$ cat src/rtl/lutram_read_seq.sv
// Burst reader for a registered-output distributed RAM: issues sequential addresses and
// streams the words through a 2-entry FIFO. Define LUTRAM_RDSEQ_STRIDE_EN to add a stride input.
module lutram_read_seq #(
  parameter int DATA = 72,
  parameter int ADDR = 10
) (
  input  logic            clk,
  input  logic            reset,
  input  logic            start,
  input  logic [ADDR-1:0] base,
  input  logic [ADDR:0]   len,
`ifdef LUTRAM_RDSEQ_STRIDE_EN
  input  logic [ADDR-1:0] stride,
`endif
  output logic            busy,
  output logic            done,
  output logic [ADDR-1:0] ram_addr,
  input  logic [DATA-1:0] ram_dout,
  output logic            out_valid,
  input  logic            out_ready,
  output logic [DATA-1:0] out_data
);

  typedef enum logic [1:0] {IDLE, RUN, DRAIN} state_t;

  state_t          state, state_nx;
  logic [ADDR-1:0] addr_q, last_q, step_q;
  logic [ADDR:0]   rem_q;
  logic            inflight;
  logic [DATA-1:0] fifo [2];
  logic            wr_ptr, rd_ptr;
  logic [1:0]      count;
  logic [2:0]      occ;
  logic            accept, pop, issue, last_xfer;

  assign accept    = (state == IDLE) && start;
  assign out_valid = (count != 2'd0);
  assign out_data  = fifo[rd_ptr];
  assign pop       = out_valid && out_ready;

  // Occupancy counts this cycle's pop so a steady stream keeps one word per cycle
  // without ever exceeding the two FIFO slots.
  assign occ       = {1'b0, count} + {2'b0, inflight} - {2'b0, pop};
  assign issue     = (state == RUN) && (occ < 3'd2);
  assign last_xfer = (state == DRAIN) && pop && (count == 2'd1) && !inflight;
  assign ram_addr  = issue ? addr_q : last_q;

  always_ff @(posedge clk) begin
    if (reset) state <= IDLE;
    else       state <= state_nx;
  end

  always_comb begin
    state_nx = state;
    case (state)
      IDLE:    if (start && (len != '0)) state_nx = RUN;
      RUN:     if (issue && (rem_q == (ADDR+1)'(1))) state_nx = DRAIN;
      DRAIN:   if (last_xfer) state_nx = IDLE;
      default: state_nx = IDLE;
    endcase
  end

  always_comb begin
    busy = (state != IDLE);
  end

  always_ff @(posedge clk) begin
    if (reset) begin
      addr_q   <= '0;
      last_q   <= '0;
      step_q   <= '0;
      rem_q    <= '0;
      inflight <= 1'b0;
      done     <= 1'b0;
    end else begin
      done     <= (accept && (len == '0)) || last_xfer;
      inflight <= issue;
      if (accept) begin
        addr_q <= base;
        rem_q  <= len;
`ifdef LUTRAM_RDSEQ_STRIDE_EN
        step_q <= stride;
`else
        step_q <= ADDR'(1);
`endif
      end else if (issue) begin
        addr_q <= addr_q + step_q;
        last_q <= addr_q;
        rem_q  <= rem_q - (ADDR+1)'(1);
      end
    end
  end

  // RAM data is captured only in the cycle after an issue.
  always_ff @(posedge clk) begin
    if (reset) begin
      for (int i = 0; i < 2; i++) fifo[i] <= '0;
      wr_ptr <= 1'b0;
      rd_ptr <= 1'b0;
      count  <= 2'd0;
    end else begin
      if (inflight) begin
        fifo[wr_ptr] <= ram_dout;
        wr_ptr       <= ~wr_ptr;
      end
      if (pop) rd_ptr <= ~rd_ptr;
      count <= count + {1'b0, inflight} - {1'b0, pop};
    end
  end

endmodule

$ cat config.mk
export PLATFORM = sky130hd
export DESIGN_NAME = lutram_read_seq
export DESIGN_NICKNAME = d
export VERILOG_FILES = /design/src/rtl/lutram_read_seq.sv
export SDC_FILE = /design/constraint.sdc
export NUM_CORES = 1
export LEC_CHECK = 0
export BUFFER_PORTS_ARGS = -buffer_cell sky130_fd_sc_hd__buf_2
export CAP_MARGIN = 10
export CORE_AREA = 8 8 134 136
export CTS_CLUSTER_DIAMETER = 80
export DETAILED_ROUTE_END_ITERATION = 16
export DIE_AREA = 0 0 142 144
export PLACE_DENSITY = 0.86
export SYNTH_ARGS = -nofsm -noshare
export SYNTH_HDL_FRONTEND = slang
export SYNTH_SLANG_ARGS = --single-unit
$ cat constraint.sdc
create_clock -name clk -period 4.8 [get_ports clk]
set_input_delay 0.48 -clock clk [delete_from_list [all_inputs] [get_ports clk]]
set_output_delay 0.48 -clock clk [all_outputs]
set_load 0.03 [all_outputs]
# Yosys cells after proc, flatten, opt, wreduce, memory -nomap -nowiden
# Memory sizes are Yosys's and may differ from the RTL's. A register that Yosys moved wholly into a read port is not among the register bits.
# Cells that the tools add are included.
# totals
regBits	40
ramBits	144
input_bits	97
out_inout_bits	85
memories	1
# memory_table
memory	depth	word_bits	rd	rd_ports_with_merged_regs	write_ports	line	rtl
fifo	2	72	1	1	2	30	logic [DATA-1:0] fifo [2];
# op_classes
n_addsub	6
n_lt_le_gt_ge	1
n_eq_ne	7
mux	19
n_bitwise	2
reduce_logical	19
# ops
cell	n
$mux W72	1
$reduce_or A72 Y1	1
$mux W10	3
$mux W11	2
$eq A11 B1 Y1 const B	1
$logic_not A11 Y1	1
$reduce_bool A11 Y1	1
$sub A11 B1 Y11 const B	1
$add A10 B1 Y10	1
$logic_and A1 B1 Y1	9
$mux W1	9
$mux W2	3
$pmux W2 S3	1
$reduce_bool A2 Y1	3
$eq A2 B1 Y1 const B	2
$ne A2 B1 Y1 const B	2
$add A2 B1 Y3	1
$lt A3 B2 Y1 const B	1
$reduce_and A3 Y1	1
$sub A3 B1 Y3	1
$add A2 B1 Y2	1
$eq A2 B2 Y1 const B	1
$logic_not A2 Y1	1
$ne A2 B2 Y1 const B	1
4 further kinds	5

# Depth between registers and ports, before layout
# depth
ltp_word	8
mapped_depth	12
ltp_nobuf	10

# Worst setup path after synthesis
# Ideal clock, no wire load.
# synth_path
path_kind	flip-flop to output port
start	register count[1]
end	output ram_addr[0]
arrival_time_ps	3314
path_slack_ps	1006
stages_incl_launch_ff	12
path_cell_list	dfxtp_1 -> or2_2 -> and2_1 -> ha_1 -> inv_1 -> ha_1 -> fa_1 -> or3b_1 -> clkbuf_2 -> nor2_1 -> buf_2 -> mux2_2
# synth_via
elab_chain_cells	6
# synth_lines
element	line	rtl
from (decl)	32	logic [1:0] count;
from (signal assigned)	107	count <= count + {1'b0, inflight} - {1'b0, pop};
$reduce_bool A2 Y1	37	assign out_valid = (count != 2'd0);
via out_valid	19	output logic out_valid,
$logic_and A1 B1 Y1	39	assign pop = out_valid && out_ready;
via pop	34	logic accept, pop, issue, last_xfer;
$sub A3 B1 Y3	43	assign occ = {1'b0, count} + {2'b0, inflight} - {2'b0, pop};
via occ[1]	33	logic [2:0] occ;
$lt A3 B2 Y1	44	assign issue = (state == RUN) && (occ < 3'd2);
$logic_and A1 B1 Y1	44	
$mux W10	--	
to (decl)	17	output logic [ADDR-1:0] ram_addr,
# The timed path passes the listed nets, and every way through them passes these cells.

# Worst setup path after layout
# layout_path
start	register count[1]
end	output ram_addr[5]
# layout_via
elab_chain_cells	6
# layout_lines
element	line
$reduce_bool A2 Y1	37
$logic_and A1 B1 Y1	39
via pop	34
$sub A3 B1 Y3	43
via occ[1]	33
$lt A3 B2 Y1	44
$logic_and A1 B1 Y1	44
$mux W10	--
# The timed path passes the listed nets, and every way through them passes these cells.

==> Flow_metrics.wiki <==
{| class="wikitable"
! Metric !! Value
|-
| Run status || completed
|-
| Hold_buf cts || 0
|-
| TritonCTS clock tree || done
|-
| Post-Route WL || 18100 µm
|-
| Dominant cell type by area after synthesis || edfxtp_1
|-
| Global-route track usage on met3 || 5.41%
|-
| Clock tree skew after final layout || 0.00801 ns
|-
| Post-detailed-route via-to-cell ratio || 5.27
|-
| Met1 Use GR || 20.8%
|-
| IO buf count || 181
|-
| Number of cells on the worst reg-to-reg path || 10
|-
| Largest net degree at the start of global routing || 73
|-
| Arrival time at the worst endpoint || 3.91 ns
|-
| Number of placement rows || 47
|-
| Data required time of the worst path || 4.32 ns
|-
| Total number of vias || 5371
|-
| Endpoint of the most critical register-to-register path || addr_q[9]
|-
| Shortest clock period the worst path allows after layout || 4.39 ns
|-
| Synthesized area divided by synthesized cell count || 13.3 µm²
|-
| Main area contributors after synthesis || edfxtp_1, mux2_2, and2_1
|-
| Launching element type of the critical path || register
|-
| Final hold vios || 0
|-
| Fill cell total of the finished layout || 1258
|-
| Cell depth of the worst hold path || 3
|-
| Overall die height || 144 µm
|-
| Detailed router's first-iteration violation count || 285
|-
| Total of max-cap violations || 0
|-
| Highest ir drop seen on vdd || 0.000350 V
|-
| End of the worst hold path || addr_q[4]
|-
| TritonCTS buffer count || 17
|-
| Synthesized flop and latch total || 185
|-
| Die area || 20400 µm²
|-
| Portion of the post-synthesis area used by sequential elements || 62.6%
|-
| Launch point of the worst hold path || base[4]
|-
| Final design instance area without fill || 9870 µm²
|-
| CTS max path bufs || 2
|-
| Cell area reported after detailed placement || 9300 µm²
|-
| Number of antenna violations at the first check in global routing || 1
|-
| Slew @ Worst Pin || 1.09 ns
|-
| Detailed-route wire length per cell || 17.7 µm
|-
| Starting Density || 51.2%
|-
| Sequential cell area || 5150 µm²
|-
| Reg-to-reg slack, setup || 1.22 ns
|-
| Count of distinct cell types in the synthesized netlist || 49
|-
| Longest individual stage delay on the worst path || 0.48 ns
|-
| Footprint of the multi-input gates || 2890 µm²
|-
| Routability cong. || 0.840
|-
| Largest driver fanout on the critical path || 11
|-
| Drc violations || 0
|-
| Count of instances resized after the clock tree is built || 0
|-
| Final clock period utilization by the worst path || 91.4%
|-
| Wire length of the first global-routing pass || 28400 µm
|-
| Fmax || 0.228 GHz
|-
| Crit path buf inv count || 3
|-
| Final ANT Viol Nets || 0
|-
| Launch instance of the worst register-to-register path || count[1]
|-
| Total overflow reported by the global router || 0
|-
| Slew Limit Fails || 0
|-
| Vias in the first global route || 5567
|-
| Setup Total Neg Slack || 0 ns
|-
| Synth Net Count || 721
|-
| Area growth from synthesis to layout || 20.1%
|-
| Unrepaired setup endpoints after global routing || no
|-
| Global-route track usage on met2 || 31.2%
|-
| Share of final-layout standard cells stronger than drive strength 1 || 38.9%
|-
| Later-pin clock latency in the skew report || 0.42 ns
|-
| Power density over the cells || 523 nW/µm²
|-
| Path category of the worst min-delay check || in -> reg
|-
| H-tree levels || 4
|-
| Clock slew at the register clock pins of the worst setup and hold paths || 0.07 ns
|-
| Peak-usage layer in the global routing report || met2
|-
| Main flop type after synthesis || edfxtp_1
|-
| Static Leak || 4.04 nW
|-
| Number of cells produced by synthesis || 617
|-
| Max-Slew Margin vs Limit || 27.2%
|-
| Sink Count || 185
|-
| Count of nets after finishing || 891
|-
| Critical path class || reg -> out
|-
| Width of the die || 142 µm
|-
| Cell with the largest stage delay on the worst path || fa_1
|-
| Setup-violating endpoint count in the final report || 0
|-
| Critical Path Most Common Cell || ha_1
|-
| Detailed-placement wirelength estimate || 11900 µm
|-
| Tot GR Track Use || 17.9%
|-
| Combined area of all synthesized cells || 8220 µm²
|-
| Number of detailed-route iterations in the first pass || 4
|-
| Top cell type's share of synthesized area || 52.6%
|-
| Kind of end point of the critical path || output port
|-
| IO Count || 182
|-
| Floorplan core area || 16100 µm²
|-
| Number of buffers added for setup after CTS || 0
|-
| Clk root buf || clkbuf_16
|-
| Asr flop ratio synth || 0%
|-
| Gate family responsible for the most delay along the worst path || simple AND/OR/NAND/NOR gates
|-
| Number of enable flip-flop cells after synthesis || 144
|-
| YS warnings || 0
|-
| Cells along the critical path || or2_2 > and2_1 > ha_1 > inv_1 > ha_1 > fa_1 > or3b_1 > nor2_1 > buf_4 > mux2_2 > buf_2
|}
power breakdown:
| group | internal, mW | total (mW) | leakage [nW] | switching, mW |
|---|---|---|---|---|
| registers | 2.00 | 2.20 | 1.83 | 0.201 |
| clock network | 0.768 | 1.35 | 0.275 | 0.583 |
| logic | 0.613 | 1.62 | 1.93 | 1.00 |
| total | 3.38 | 5.16 | 4.04 | 1.79 |
metal layers:
layer / up-vias / routed length, µm
li1: 2565 / -
met1: 2590 / 7510
met2: 194 / 8970
met3: 22 / 1340
met4: 0 / 274
met5: - / 0
sequential cells by signal, indices dropped and copies added (netlist names), named ones only:
signal and count:
step_q 1, rd_ptr 1, fifo 144, rem_q 11, done 1, last_q 10, inflight 1, wr_ptr 1
addr_q 10, state 2, count 2
cell families (layout without fill, tap and decap cells):
| kind of cell | Yosys count | count (layout) | share of synthesized area (%) |
|---|---|---|---|
| simple gates | 253 | 253 | 18.5 |
| flops | 185 | 185 | 62.6 |
| mux | 82 | 82 | 11.2 |
| buf+inv | 44 | 226 | 2.50 |
| compound gates | 39 | 39 | 3.36 |
| fa+ha+maj | 7 | 7 | 1.16 |
| xor+xnor | 7 | 7 | 0.746 |
| other cells | 0 | 1 | 0 |
synthesized netlist by cell type (6+ instances only):
| cell type | number |
|---|---|
| and2_1 | 145 |
| clkbuf_1 | 29 |
| dfxtp_1 | 41 |
| edfxtp_1 | 144 |
| ha_1 | 6 |
| inv_1 | 8 |
| mux2_2 | 81 |
| nand2_1 | 11 |
| nand3_1 | 12 |
| nor2_1 | 25 |
| nor2b_1 | 12 |
| nor3b_1 | 6 |
| nor4_1 | 8 |
how the worst max path moves through the flow:
stage / start / end / slack [ns] / cells after the start
after floorplan: count[1] / ram_addr[0] / 1.01 / 11
after global placement: count[1] / ram_addr[5] / 1.02 / 11
after detailed placement: count[1] / ram_addr[0] / 0.87 / 11
after CTS: count[1] / ram_addr[0] / 0.40 / 11
after global routing: count[1] / ram_addr[0] / 0.21 / 11
final: count[1] / ram_addr[5] / 0.41 / 11
cell usage in the layout, fill, tap and decap left out, types with 3 or more instances in the layout:
cell type,synthesis,final
a211oi_1,4,4
a21oi_1,5,5
a311oi_1,4,4
a31oi_1,5,5
and2_1,145,145
buf_2,1,181
buf_4,0,6
clkbuf_16,0,17
clkinv_2,0,3
clkinvlp_4,0,3
dfxtp_1,41,40
edfxtp_1,144,144
ha_1,6,6
inv_1,8,8
inv_6,0,3
mux2_2,81,81
nand2_1,11,11
nand3_1,12,12
nand4_1,5,5
nor2_1,25,25
nor2b_1,12,12
nor3_1,3,3
nor3b_1,6,4
nor4_1,8,8
o211ai_1,5,5
o21ai_0,5,5
o31ai_1,3,3
or2_2,5,4
or3_1,5,5
or4_1,5,5
xnor2_1,5,5
through the flow:
| step | setup slack [ns] | cells | util, % | hold slack [ns] | total power, mW |
|---|---|---|---|---|---|
| global route | 0.210 | 1020 | 61.5 | 0.323 | 5.41 |
| CTS | 0.397 | 1019 | 61.5 | 0.302 | 5.21 |
| finish | 0.414 | 1020 | 61.5 | 0.327 | 5.16 |
| global placement | 1.02 | 988 | 57.9 | 0.459 | 3.82 |
| floorplan | 1.01 | 617 | - | 0.445 | 3.38 |
| detailed placement | 0.871 | 988 | 57.9 | 0.474 | 3.86 |
tightest hold or removal path: stages:
cell and delay [ns]:
buf_2 0.10, nand2_1 0.05, a31oi_1 0.06
area by class of cell:
| type | instances | area share [%] |
|---|---|---|
| sequential | 185 | 52.1 |
| multi-input combinational | 388 | 29.3 |
| timing repair buffer | 187 | 9.63 |
| clock buffer | 17 | 4.31 |
| tap | 220 | 2.79 |
| clock inverter | 14 | 1.50 |
| inverter | 8 | 0.304 |
| antenna | 1 | 0.0253 |
No activity file was read; power rests on OpenSTA's default activity.
